**src/rtl/led_blinker_pkg.sv**
```systemverilog
// Shared types and pattern rules for the LED blinker fabric.
package led_blinker_pkg;

   localparam int unsigned LED_W  = 4;
   localparam int unsigned MODE_W = 2;

   typedef enum logic [MODE_W-1:0] {
      MODE_OFF   = 2'd0,
      MODE_BLINK = 2'd1,
      MODE_WALK  = 2'd2,
      MODE_COUNT = 2'd3
   } mode_t;

   // Pattern shown on the cycle after a mode is loaded.
   function automatic logic [LED_W-1:0] pat_init(input mode_t m);
      logic [LED_W-1:0] v;
      v = '0;
      if (m == MODE_WALK) v = LED_W'(1);
      return v;
   endfunction

   // Pattern after one step from the current LED state.
   function automatic logic [LED_W-1:0] pat_next(input mode_t m, input logic [LED_W-1:0] led);
      logic [LED_W-1:0] v;
      v = '0;
      case (m)
         MODE_OFF:   v = '0;
         MODE_BLINK: v = ~led;
         MODE_WALK:  v = {led[LED_W-2:0], led[LED_W-1]};
         MODE_COUNT: v = led + LED_W'(1);
         default:    v = '0;
      endcase
      return v;
   endfunction

endpackage

```
**src/rtl/led_blinker_top_tick.sv**
```systemverilog
// Prescaler: one-cycle tick every TICK_DIV clocks, restartable by clr.
module led_tick_gen
   import led_blinker_pkg::*;
#(
   parameter int unsigned TICK_DIV = 10_000_000,
   parameter int unsigned CNT_W    = 24
) (
   input  logic clk,
   input  logic rstn,
   input  logic clr,
   output logic tick
);

   localparam logic [CNT_W-1:0] CNT_LAST = CNT_W'(TICK_DIV - 1);

   logic [CNT_W-1:0] r_cnt;
   logic             w_last;

   assign w_last = (r_cnt == CNT_LAST);
   assign tick   = w_last;

   // rstn is active-high: 1 clears the counter.
   always_ff @(posedge clk) begin
      if (rstn) begin
         r_cnt <= '0;
      end else if (clr || w_last) begin
         r_cnt <= '0;
      end else begin
         r_cnt <= r_cnt + CNT_W'(1);
      end
   end

endmodule

```
**src/rtl/led_blinker_top.sv**
```systemverilog
// Top of the LED blinker fabric: mode register, LED pattern register and step logic.
module led_blinker_top
   import led_blinker_pkg::*;
#(
   parameter int unsigned TICK_DIV = 10_000_000,
   parameter int unsigned CNT_W    = 24
) (
   input  logic              clk,
   input  logic              rstn,
   input  logic [MODE_W-1:0] inSwitch,
   input  logic              valid,
   output logic              outBit1,
   output logic              outBit2,
   output logic              outBit3,
   output logic              outBit4
);

   mode_t            r_mode;
   logic [LED_W-1:0] r_led;

   mode_t            w_mode_d;
   mode_t            w_sw_mode;
   logic [LED_W-1:0] w_led_d;
   logic             w_load;
   logic             w_tick;

   // Reload only on an actual mode change so a held valid never restarts the pattern.
   assign w_sw_mode = mode_t'(inSwitch);
   assign w_load    = valid && (w_sw_mode != r_mode);

   led_tick_gen #(
      .TICK_DIV (TICK_DIV),
      .CNT_W    (CNT_W)
   ) u_tick (
      .clk  (clk),
      .rstn (rstn),
      .clr  (w_load),
      .tick (w_tick)
   );

   // Load wins over a coincident tick.
   always_comb begin
      w_mode_d = r_mode;
      w_led_d  = r_led;
      if (w_load) begin
         w_mode_d = w_sw_mode;
         w_led_d  = pat_init(w_sw_mode);
      end else if (w_tick) begin
         w_led_d  = pat_next(r_mode, r_led);
      end
   end

   always_ff @(posedge clk) begin
      if (rstn) begin
         r_mode <= MODE_OFF;
         r_led  <= '0;
      end else begin
         r_mode <= w_mode_d;
         r_led  <= w_led_d;
      end
   end

   assign outBit1 = r_led[0];
   assign outBit2 = r_led[1];
   assign outBit3 = r_led[2];
   assign outBit4 = r_led[3];

endmodule

```
**config.mk**
```make
export PLATFORM = sky130hd
export DESIGN_NAME = led_blinker_top
export DESIGN_NICKNAME = d
export VERILOG_FILES = /design/src/rtl/led_blinker_pkg.sv /design/src/rtl/led_blinker_top_tick.sv /design/src/rtl/led_blinker_top.sv
export SDC_FILE = /design/constraint.sdc
export NUM_CORES = 1
export LEC_CHECK = 0
export BUFFER_PORTS_ARGS = -buffer_cell sky130_fd_sc_hd__buf_2
export CORE_MARGIN = 3
export CORE_UTILIZATION = 50
export DETAILED_ROUTE_END_ITERATION = 7
export PLACE_DENSITY = 0.78
export SETUP_SLACK_MARGIN = 0.1
export SYNTH_ARGS = -nofsm -noshare
export SYNTH_HDL_FRONTEND = slang
export SYNTH_SLANG_ARGS = --single-unit
```
**constraint.sdc**
```tcl
create_clock -name clk -period 4.9 [get_ports clk]
set_input_delay 0.245 -clock clk [delete_from_list [all_inputs] [get_ports clk]]
set_output_delay 0.245 -clock clk [all_outputs]
set_load 0.02 [all_outputs]
```
==> results by group <==
Status
  – Result of the run: finished, final reports clean

Synthesis
  – Cell taking the most area after synthesis: sky130_fd_sc_hd__dfxtp_1
  – Mean Syn Cell Area: 8.60 sq um
  – Library cell with the highest instance count after synthesis: sky130_fd_sc_hd__dfxtp_1
  – Most instantiated flip-flop cell in the synthesis netlist: sky130_fd_sc_hd__dfxtp_1
  – Number of instances in the synthesized netlist: 186
  – Total of flip-flops plus latches after synthesis: 30
  – Top cell types by occurrence after synthesis: sky130_fd_sc_hd__dfxtp_1, sky130_fd_sc_hd__nor3_1, sky130_fd_sc_hd__nand3_1
  – Share of the synthesized area in the top cell type: 37.6%
  – Share of async-settable or async-resettable flops after synthesis: 0%
  – Unique cell type count in the Yosys netlist: 42
  – Part of the Yosys area used for sequential elements: 37.6%
  – Syn Nets: 193
  – Yosys warnings: 0
  – Area of the mapped netlist: 1600 sq um
  – Number of enable-type register cells in the synthesized netlist: 0
  – Synth area leaders: sky130_fd_sc_hd__dfxtp_1, sky130_fd_sc_hd__nor3_1, sky130_fd_sc_hd__nand3_1, sky130_fd_sc_hd__xnor2_1, sky130_fd_sc_hd__a211oi_1

Floorplan
  – Standard cell core area: 2900 sq um
  – Die outline width: 62.6 microns
  – Die Area: 3910 sq um
  – Effective utilization at floorplan: 55.1%
  – IO Count: 9
  – Core Rows: 19
  – Vertical die dimension: 62.6 microns

GRT
  – Via count of the first global-routing pass: 1314
  – Total Routing Usage GR: 17.3%
  – Number of antenna violations at the first check in global routing: 0
  – Pin count of the biggest net entering global routing: 25
  – Final global-route overflow total: 0
  – First-pass GRT wire length: 5600 microns

Power and ir drop
  – Total Power: 0.471 mW
  – Peak VDD IR: 0.000174 V
  – Leak Pwr: 0.554 nW
  – Power density over the cells: 270 nW/um^2

Setup path
  – Critical path startpoint category: flip-flop
  – Arrival time of the worst setup path: 2.60 ns
  – WP buf/inv: 0
  – Largest stage delay on the critical path: 0.70 ns
  – CP max stage cell: sky130_fd_sc_hd__or4_1
  – Crit Path Category: flip-flop to flip-flop
  – Maximum fanout along the worst path: 10
  – Family with the most delay on the worst path: simple AND/OR/NAND/NOR gates
  – Critical Path, Cell by Cell: ha_1, nand4_2, or4_1, or4_4, a211oi_2
  – Count of cells along the worst register-to-register path: 5
  – Sort of element at the end of the critical path: flip-flop
  – CP required: 5.16 ns
  – Total number of cells along the worst setup path: 5

Timing
  – Final period demand of the worst path: 2.34 ns
  – Share of the cycle needed by the critical path after routing: 47.8%
  – Worst-margin pin slew: 0.846 ns
  – Least setup slack across all paths after layout: 2.56 ns
  – Final Hold Vio Count: 0
  – Achievable clock frequency: 427 MHz
  – Max Clock Skew: 0.00671 ns
  – Setup repair after global routing missed its margin: no
  – Worst relative slew slack: 43.4%
  – Max Slew Vio Count: 0
  – Tightest hold margin: 0.125 ns
  – Total setup violations reported at the end of the flow: 0
  – Accumulated negative setup slack: 0 ns

Clock network
  – Root buffer cell: sky130_fd_sc_hd__clkbuf_4
  – Post-CTS setup buffer count: 0
  – Longest Clk Path Bufs: 2
  – Clock tree from TritonCTS: done
  – Post-CTS Resized: 0
  – Clock transition at the register clock pins on the worst setup and hold paths after CTS: 0.10 ns
  – Number of clock sinks: 30
  – H-tree level count: 2
  – Num CTS Buffers: 5
  – Hold buffer count at CTS: 0
  – Skew-Pair Late Insertion Delay: 0.33 ns

Cells and area
  – Final non-filler cell area: 1740 sq um
  – Filler cells: 268
  – Core occupancy in the finished layout: 60.1%
  – Area of the multi-input gates: 947 sq um
  – Final-stage net count: 201
  – Number of inserted diodes: 0
  – Proportion of layout cells with a drive suffix above 1: 13.3%
  – Final instance count without filler cells: 237
  – FF+latch area: 601 sq um
  – Synthesis-to-finish area growth: 9.08%

Route
  – Number of antenna-violating nets in the routed design: 0
  – Post-DR wirelength/cell: 13.5 microns
  – DRC Markers: 0
  – Detail-routed via count per cell: 5.74
  – Drt first pass iters: 4
  – Vias after detailed routing: 1361
  – 1st-iter DRT viols: 131
  – Total detailed-routing wirelength: 3190 microns

Worst hold path
  – Class of the worst hold path: input port to flip-flop
  – Number of cells on the worst hold path: 2

Flow run
  – Max_cap viols: 0

Place
  – Routability-driven placement congestion ratio: 0.798
  – Post-Place Cell Area: 1670 sq um
  – DPL Wire Length: 2270 microns
  – Placed Cells incl. Taps: 229
  – Pre-CTS setup slack: 2.58 ns
  – Count of buffers from port buffering: 8
[cell families (layout without fill, tap and decap cells)]
kind of cell | count (synthesis) | after routing | share of synthesized area [%]
flops | 30 | 30 | 37.6
buf+inv | 13 | 22 | 3.21
fa+ha+maj | 2 | 2 | 1.56
simple gates | 88 | 88 | 31.5
mux | 6 | 6 | 3.76
xor+xnor | 15 | 15 | 8.22
compound gates | 32 | 32 | 14.2
[registers in the layout (all words and copies together) (netlist names)]
signal        flops
r_led             4
u_tick.r_cnt     24
r_mode            2
[final timing paths]
path | slack (ns) | to | start
worst max-delay path | 2.56 | u_tick.r_cnt[22] | u_tick.r_cnt[0]
worst min register to register | 0.50 | u_tick.r_cnt[23] | u_tick.r_cnt[23]
worst max register to register | 2.56 | u_tick.r_cnt[22] | u_tick.r_cnt[0]
worst min-delay path | 0.13 | r_mode[1] | rstn
[layout by cell type, fill, tap and decap left out, types with 3 or more instances in the layout]
master                     Yosys  layout
sky130_fd_sc_hd__nand2_1      13      13
sky130_fd_sc_hd__xnor2_1       8       8
sky130_fd_sc_hd__nand2b_1      3       3
sky130_fd_sc_hd__clkbuf_4      0       5
sky130_fd_sc_hd__nor2_1        7       7
sky130_fd_sc_hd__or3_1         7       7
sky130_fd_sc_hd__nor3_1       17      17
sky130_fd_sc_hd__dfxtp_1      30      30
sky130_fd_sc_hd__a21oi_1       3       3
sky130_fd_sc_hd__nand3_1      15      15
sky130_fd_sc_hd__and3_1        4       4
sky130_fd_sc_hd__mux2i_1       6       6
sky130_fd_sc_hd__nand4_1       3       3
sky130_fd_sc_hd__o21ai_0       9       9
sky130_fd_sc_hd__or4_1         4       4
sky130_fd_sc_hd__inv_1         5       5
sky130_fd_sc_hd__buf_2         1       8
sky130_fd_sc_hd__xor2_1        7       7
sky130_fd_sc_hd__a211oi_1      9       9
[power breakdown]
group | switching (mW) | internal (mW)
Combinational | 0.0160 | 0.0103
Sequential | 0.00551 | 0.247
Clock | 0.0868 | 0.106
Total | 0.108 | 0.363
[routing by layer]
layer,track usage (%),part of all wire (%)
met5,0,0
met4,6.61,1.3
met3,4.32,3.7
met2,28.4,46
met1,21.8,48
[cell type report]
cell class	instances	area share (%)
repair buffers	9	2.73
clock buffers	5	2.15
inverters	5	1.08
flip-flops and latches	30	34.4
multi-input cells	143	54.3
clock inverters	3	2.30
well taps	42	3.01
No activity file was read; power rests on OpenSTA's default activity.
